File: src/rtl/theta_column_mixer_if.sv
// Handshake bundle for theta_column_mixer: LOAD-side input stream, EMIT-side output stream and status.
// THETA_PARITY_OUT_EN adds the per-slice column-parity output.
interface theta_column_mixer_if #(
  parameter int W  = 25,
  parameter int AW = 6
);
  logic          in_valid;
  logic          in_ready;
  logic [W-1:0]  in_data;
  logic          out_valid;
  logic          out_ready;
  logic [W-1:0]  out_data;
  logic [AW-1:0] out_index;
  logic          busy;
  logic          done;
`ifdef THETA_PARITY_OUT_EN
  logic [4:0]    out_parity;

  modport master (
    output in_valid, in_data, out_ready,
    input  in_ready, out_valid, out_data, out_index, busy, done, out_parity
  );
  modport slave (
    input  in_valid, in_data, out_ready,
    output in_ready, out_valid, out_data, out_index, busy, done, out_parity
  );
`else
  modport master (
    output in_valid, in_data, out_ready,
    input  in_ready, out_valid, out_data, out_index, busy, done
  );
  modport slave (
    input  in_valid, in_data, out_ready,
    output in_ready, out_valid, out_data, out_index, busy, done
  );
`endif
endinterface

File: src/rtl/theta_column_mixer.sv
// Column-parity mixing stage: buffers a DEPTH-slice block of 5x5 lines, then streams theta-mixed lines.
// Optional macro THETA_PARITY_OUT_EN exposes the column parity of the slice being emitted.
module theta_column_mixer #(
  parameter int W     = 25,
  parameter int DEPTH = 64,
  parameter int AW    = 6
) (
  input logic              clk,
  input logic              rst,
  theta_column_mixer_if.slave bus
);

  typedef enum logic {
    S_LOAD,
    S_EMIT
  } state_t;

  state_t        state_q;
  logic [AW-1:0] wr_idx_q;
  logic [AW-1:0] rd_idx_q;
  logic          done_q;
  logic [W-1:0]  line_q [DEPTH];
  logic [4:0]    par_q  [DEPTH];

  logic          accept;
  logic [4:0]    in_par_d;
  logic [AW-1:0] prev_idx;
  logic [4:0]    d_mix;
  logic [W-1:0]  out_data_d;

  assign accept = bus.in_valid && (state_q == S_LOAD);

  always_comb begin
    in_par_d = '0;
    for (int unsigned x = 0; x < 5; x++) begin
      for (int unsigned y = 0; y < 5; y++) begin
        in_par_d[x] = in_par_d[x] ^ bus.in_data[5*y+x];
      end
    end
  end

  // Line buffer carries no reset; only the parity array is cleared.
  always_ff @(posedge clk) begin
    if (accept) begin
      line_q[wr_idx_q] <= bus.in_data;
    end
  end

  always_ff @(posedge clk) begin
    if (rst) begin
      state_q  <= S_LOAD;
      wr_idx_q <= '0;
      rd_idx_q <= '0;
      done_q   <= 1'b0;
      for (int unsigned z = 0; z < DEPTH; z++) begin
        par_q[z] <= '0;
      end
    end else begin
      done_q <= 1'b0;
      case (state_q)
        S_LOAD: begin
          if (accept) begin
            par_q[wr_idx_q] <= in_par_d;
            wr_idx_q        <= wr_idx_q + 1'b1;
            if (wr_idx_q == AW'(DEPTH - 1)) begin
              state_q <= S_EMIT;
            end
          end
        end
        S_EMIT: begin
          if (bus.out_ready) begin
            rd_idx_q <= rd_idx_q + 1'b1;
            if (rd_idx_q == AW'(DEPTH - 1)) begin
              state_q <= S_LOAD;
              done_q  <= 1'b1;
            end
          end
        end
        default: state_q <= S_LOAD;
      endcase
    end
  end

  // Index arithmetic wraps at AW bits, so slice 0 picks up the parities of slice DEPTH-1.
  always_comb begin
    prev_idx   = rd_idx_q - 1'b1;
    d_mix      = '0;
    for (int unsigned x = 0; x < 5; x++) begin
      d_mix[x] = par_q[rd_idx_q][(x+4)%5] ^ par_q[prev_idx][(x+1)%5];
    end
    out_data_d = line_q[rd_idx_q];
    for (int unsigned y = 0; y < 5; y++) begin
      for (int unsigned x = 0; x < 5; x++) begin
        out_data_d[5*y+x] = out_data_d[5*y+x] ^ d_mix[x];
      end
    end
  end

  assign bus.in_ready  = (state_q == S_LOAD);
  assign bus.out_valid = (state_q == S_EMIT);
  assign bus.busy      = (state_q == S_EMIT);
  assign bus.done      = done_q;
  assign bus.out_data  = out_data_d;
  assign bus.out_index = rd_idx_q;
`ifdef THETA_PARITY_OUT_EN
  assign bus.out_parity = par_q[rd_idx_q];
`endif

endmodule

File: src/flat_wrapper.sv
// flat-port wrapper written by rule: the top's interface ports become plain ports
module theta_column_mixer_flat 
#(
  parameter int W     = 25,
  parameter int DEPTH = 64,
  parameter int AW    = 6
)
  (clk, rst, bus_in_valid, bus_in_data, bus_out_ready, bus_in_ready, bus_out_valid, bus_out_data, bus_out_index, bus_busy, bus_done);
  theta_column_mixer_if #(.W(W), .AW(AW)) bus_i ();
  input logic clk;
  input logic rst;
  input wire logic [$bits(bus_i.in_valid)-1:0] bus_in_valid;
  input wire logic [$bits(bus_i.in_data)-1:0] bus_in_data;
  input wire logic [$bits(bus_i.out_ready)-1:0] bus_out_ready;
  output wire logic [$bits(bus_i.in_ready)-1:0] bus_in_ready;
  output wire logic [$bits(bus_i.out_valid)-1:0] bus_out_valid;
  output wire logic [$bits(bus_i.out_data)-1:0] bus_out_data;
  output wire logic [$bits(bus_i.out_index)-1:0] bus_out_index;
  output wire logic [$bits(bus_i.busy)-1:0] bus_busy;
  output wire logic [$bits(bus_i.done)-1:0] bus_done;
  assign bus_i.in_valid = bus_in_valid;
  assign bus_i.in_data = bus_in_data;
  assign bus_i.out_ready = bus_out_ready;
  assign bus_in_ready = bus_i.in_ready;
  assign bus_out_valid = bus_i.out_valid;
  assign bus_out_data = bus_i.out_data;
  assign bus_out_index = bus_i.out_index;
  assign bus_busy = bus_i.busy;
  assign bus_done = bus_i.done;
  theta_column_mixer #(.W(W), .DEPTH(DEPTH), .AW(AW)) u_core (.clk(clk), .rst(rst), .bus(bus_i));
endmodule
File: config.mk
export PLATFORM = sky130hd
export DESIGN_NAME = theta_column_mixer_flat
export DESIGN_NICKNAME = d
export VERILOG_FILES = /design/src/rtl/theta_column_mixer_if.sv /design/src/rtl/theta_column_mixer.sv /design/src/flat_wrapper.sv
export SDC_FILE = /design/constraint.sdc
export NUM_CORES = 2
export LEC_CHECK = 0
export ABC_AREA = 0
export BUFFER_PORTS_ARGS = -buffer_cell sky130_fd_sc_hd__buf_2
export CORE_MARGIN = 2
export CORE_UTILIZATION = 50
export DETAILED_ROUTE_END_ITERATION = 8
export PLACE_DENSITY_LB_ADDON = 0.2
export SYNTH_ARGS = -nofsm -noshare
export SYNTH_HDL_FRONTEND = slang
export SYNTH_SLANG_ARGS = --single-unit
File: constraint.sdc
create_clock -name clk -period 4.7 [get_ports clk]
set_clock_uncertainty 0.05 [all_clocks]
set_input_delay 0.47 -clock clk [delete_from_list [all_inputs] [get_ports clk]]
set_output_delay 0.47 -clock clk [all_outputs]
set_load 0.02 [all_outputs]
# Yosys cells after proc, flatten, opt, wreduce, memory -nomap -nowiden
# Memory sizes are Yosys's and may differ from the RTL's. A register that Yosys moved wholly into a read port is not among the register bits.
# Index checks and enable logic that the tools add are counted.
# word_totals
regBits,14
ram_bits,1920
input_bits,29
out_inout_bits,35
wordCells,88
memories,2
# memory_table
memory,words,word_bits,rd,rd_ports_with_merged_regs,write_ports,line_no,text
u_core.line_q,64,25,1,1,1,theta_column_mixer.sv:22,logic [W-1:0] line_q [DEPTH];
u_core.par_q,64,5,2,1,64,theta_column_mixer.sv:23,logic [4:0] par_q [DEPTH];
# classes
add_sub_neg,3
eq_ne,2
mux,20
bitwise_logic,52
reduce_logical,5
# ops
operator,n
$xor 1x1->1,50
$mux 6,5
$mux 1,13
$add 6x1->6 const B,2
$eq 6x6->1 const B,2
$sub 6x1->6 const B,1
$mux 5,1
$reduce_or 5->1,1
$reduce_and 2->1,2
$reduce_or 3->1,1
$not 1->1,2
$pmux 1 s2,1
$logic_and 1x1->1,1

# Longest topological paths before layout
# logic_depth
ltp_word,8
ltp_mapped,14
ltp_nobuf,9

# Least setup slack after synthesis
# Ideal clock, no wire load.
# synth_timing
kind,register to output
from,"register u_core.rd_idx_q[0], in the netlist u_core.bus.out_index[0]"
to,output bus_out_data[14]
arrival_time_ps,3804
t_required_ps,4180
slack_ps,376
path_stages_with_launch,14
path_buffers,5
path_cell_list,dfxtp_1 clkbuf_1 buf_2 buf_2 inv_1 ha_1 clkbuf_1 clkbuf_1 mux4_2 nor2b_1 o41ai_1 nand4_1 xnor2_2 xor2_1
# synth_via
elab_chain_len,4
# synth_rtl
item,line_no,text
"start, declared",theta_column_mixer.sv:20,logic [AW-1:0] rd_idx_q;
"start signal, assigned",theta_column_mixer.sv:72,rd_idx_q <= rd_idx_q + 1'b1;
$sub 6x1->6,theta_column_mixer.sv:86,prev_idx = rd_idx_q - 1'b1;
named net u_core.prev_idx[0],theta_column_mixer.sv:27,logic [AW-1:0] prev_idx;
$mem_v2 64x5,-,
$xor 1x1->1,theta_column_mixer.sv:89,d_mix[x] = par_q[rd_idx_q][(x+4)%5] ^ par_q[prev_idx][(x+1)%5];
$xor 1x1->1,theta_column_mixer.sv:94,out_data_d[5*y+x] = out_data_d[5*y+x] ^ d_mix[x];
"end, declared",flat_wrapper.sv:17,output wire logic [$bits(bus_i.out_data)-1:0] bus_out_data;
# The timed path passes the listed nets, and every way through them passes these cells.

==> impl_metrics.csv <==
group,metric,value,unit
worst_setup_path,slowest_delay,610,ps
floorplanning,core,160000,um2
worst_setup_path,r2r_end,"u_core.line_q[10][0]$_DFFE_PP_",
placed_design,place_hpwl,143000,um
worst_setup_path,end_kind,"primary output",
synth,syn_inst,4187,
clock_network,cts_buffers,193,
final_layout,multiInputGateArea,21900,um2
drt,drt_first_pass_iters,8,
synth,yosysSeqAreaShare,72.2,%
floorplanning,start_util,50.2,%
placed_design,port_buffers,63,
power_and_ir_drop,power-per-cell-area,385,nW/um2
hold_path,min-delay-start,"rst",
synth,syn-num-nets,4219,
synth,synth_edf_count,1920,
worst_setup_path,r2r_slack,950,ps
power_and_ir_drop,ir_worst_vdd,0.434,mV
clock_network,cts.sinks,1940,
global_route,antenna_found_initial,6,
final_layout,drive_gt1_share,30.9,%
worst_setup_path,rr_worst_depth,4,
sta,hold_violations,0,
final_layout,register_area,58100,um2
floorplanning,boundaryPins,64,
worst_setup_path,crit_fanout,8,
global_route,grt-ovfl-total,0,
hold_path,holdPathStages,2,
placed_design,gp_congestion,0.912,
synth,ys_ff_latch,1940,
worst_setup_path,worstPathArrival,4260,ps
flow_run,cap_violations,0,
run_status,violations,"negative setup slack",
synth,synth_top_cell_by_area,"edfxtp_1",
run_status,status,"finished with violations",
synth,synthFlopType,"edfxtp_1",
synth,yosys.area.top_type_share,71.7,%
floorplanning,die_h,405,um
sta,rsz0062_at_grt,"yes",
synth,async_flop_share,0,%
floorplanning,fp-row-count,147,
sta,fmax,209,MHz
drt,dr.first_iter.drc_count,6608,
sta,final-setup-viol-count,4,
worst_setup_path,cp.required,4180,ps
drt,num_vias,44000,
clock_network,cts_tree,"built",
drt,route.detailed.drc,0,
final_layout,fin_area,92700,um2
final_layout,instances_no_fill,6828,
sta,fin_ws,-81.3,ps
clock_network,cts-htree-levels,4,
worst_setup_path,start_kind,"flip-flop",
drt,totalWireLength,231000,um
clock_network,clk_pin_slew,60,ps
global_route,grt_util_all_layers,28.2,%
sta,finalCritPeriodShare,102,%
synth,yosysWarnings,0,
final_layout,syn_to_final_growth,15.2,%
sta,finalSetupTns,-150,ps
sta,worst_pin_slew,1230,ps
sta,min_period,4780,ps
worst_setup_path,crit_chain,"buf_12 > buf_4 > mux4_1 > mux4_2 > o21ai_0 > o31ai_4 > xnor2_4 > buf_12 > xor2_4 > buf_6",
drt,antenna_left,0,
drt,viasPerCell,6.45,
floorplanning,die-area,164000,um2
placed_design,placed_area,85000,um2
global_route,grt_pass1_wl,325000,um
final_layout,layout.nets,4535,
placed_design,dpl.cell_count,6413,
clock_network,clk_path_buf_depth,3,
synth,synth.area.top_cells,"edfxtp_1 72%, mux4_2 14%, mux2i_1 2.2%",
synth,yosysUniqueCellTypes,78,
drt,wl_per_cell,33.9,um
global_route,grt_pass1_vias,43100,
clock_network,clk_latency,850,ps
global_route,grt_max_degree,66,
worst_setup_path,worst-setup-path-type,"flip-flop to primary output",
worst_setup_path,r2r-start,"u_core.wr_idx_q[1]$_SDFFE_PP0P_",
power_and_ir_drop,p_leak,29.0,nW
power_and_ir_drop,power.total,0.0357,W
synth,avgSynthCellArea,19.2,um2
clock_network,root_buffer,"clkbuf_16",
worst_setup_path,cp_common_cell,"buf_12",
synth,syn_area,80400,um2
hold_path,hold_path_class,"input port to flip-flop",
floorplanning,die_x,405,um
final_layout,fillers,11800,
sta,slew_violations,0,
sta,slew-limit-headroom,18.0,%
worst_setup_path,critPathSlowestCell,"mux4_1",
## through the flow
| stage | utilization [%] | hold WS, ps | setup slack, ps |
|---|---|---|---|
| after floorplan | - | 519 | 376 |
| after global placement | 53.0 | 496 | -54.0 |
| after detailed placement | 53.0 | 510 | -76.5 |
| after CTS | 57.6 | 22.1 | -50.3 |
| after global routing | 57.8 | 83.1 | -64.2 |
| final | 57.8 | 58.3 | -81.3 |
## how the worst max path moves through the flow
stage	end	cells past startpoint
final	bus_out_data[16]	10
after global routing	bus_out_data[16]	13
after CTS	bus_out_data[23]	14
after detailed placement	bus_out_data[16]	11
after global placement	bus_out_data[16]	11
after floorplan	bus_out_data[14]	13
## cells in the final DEF, fill, tap and decap left out, types with 38 or more instances in the layout
| cell | count |
|---|---|
| mux2i_1 | 175 |
| clkbuf_16 | 196 |
| nor2_4 | 63 |
| nor2b_1 | 50 |
| edfxtp_1 | 1920 |
| clkinv_2 | 38 |
| clkinv_1 | 49 |
| buf_2 | 40 |
| mux4_2 | 507 |
| buf_4 | 261 |
| nand2_1 | 169 |
| mux2_2 | 51 |
| clkbuf_1 | 41 |
| nor2_1 | 372 |
| or2_2 | 68 |
## state kept, by name, summed over array words and instances, names as in the netlist, named ones only
register / count
u_core.bus.out_index: 6
u_core.wr_idx_q: 6
u_core.bus.done: 1
u_core.line_q: 1600
u_core.bus.busy: 1
u_core.par_q: 320
## area by class of cell
cell class	instances	area share (%)
Sequential cell	1940	62.7
Multi-Input combinational cell	1967	23.6
Clock buffer	235	5.40
Timing Repair Buffer	387	4.16
Tap cell	2160	2.92
Clock inverter	122	1.12
Inverter	14	0.0621
Antenna cell	3	0.00810
## critical path: cells and delay by family, from the launching register on
| kind | cells | cell delay [ps] |
|---|---|---|
| xor+xnor | 2 | 590 |
| buf+inv | 4 | 650 |
| mux | 2 | 1110 |
| compound gates | 2 | 670 |
| flops | 1 | 370 |
## cells by family (layout without fill, tap and decap cells)
kind of cell	Yosys count	in the layout	share of synthesized area (%)
flops	1940	1940	72.2
simple gates	834	834	4.61
mux	748	748	17.5
compound gates	322	322	2.96
buf+inv	280	758	1.97
xor+xnor	60	60	0.700
fa+ha+maj	3	3	0.0467
other cells	0	3	0
## what timing repair did
| action | CTS | global route |
|---|---|---|
| resized for setup | 118 | 55 |
| hold buffers | 2 | 0 |
| cloned | 9 | 3 |
| setup endpoints to repair | 25 | 25 |
| setup buffers | 39 | 7 |
| endpoints found under the hold margin | 11 | 0 |
| pin swaps | 25 | 22 |
## routing by layer
| metal | global-route usage [%] | vias to the layer above | part of all wire (%) |
|---|---|---|---|
| met4 | 7.56 | 4 | 2.6 |
| met2 | 43.3 | 2584 | 47 |
| met3 | 6.31 | 342 | 10 |
| met5 | 0 | - | 0.0091 |
| met1 | 41.2 | 23400 | 40 |
| li1 | - | 17600 | - |
## cells in the mapped netlist, types with 32 or more instances
library cell / instances
a21boi_0: 39
a21oi_1: 36
a22oi_1: 33
buf_2: 50
buf_4: 49
clkbuf_1: 119
edfxtp_1: 1920
mux2_2: 51
mux2i_1: 177
mux4_2: 507
nand2_1: 170
nor2_1: 435
nor2b_1: 58
or2_2: 68
xnor2_1: 32
## where the power goes
group	switching, W	internal (W)
sequential	0.0000950	0.0192
clock	0.00663	0.00827
combinational	0.00108	0.000430
Note: power is estimated with default switching activity, not from simulation.
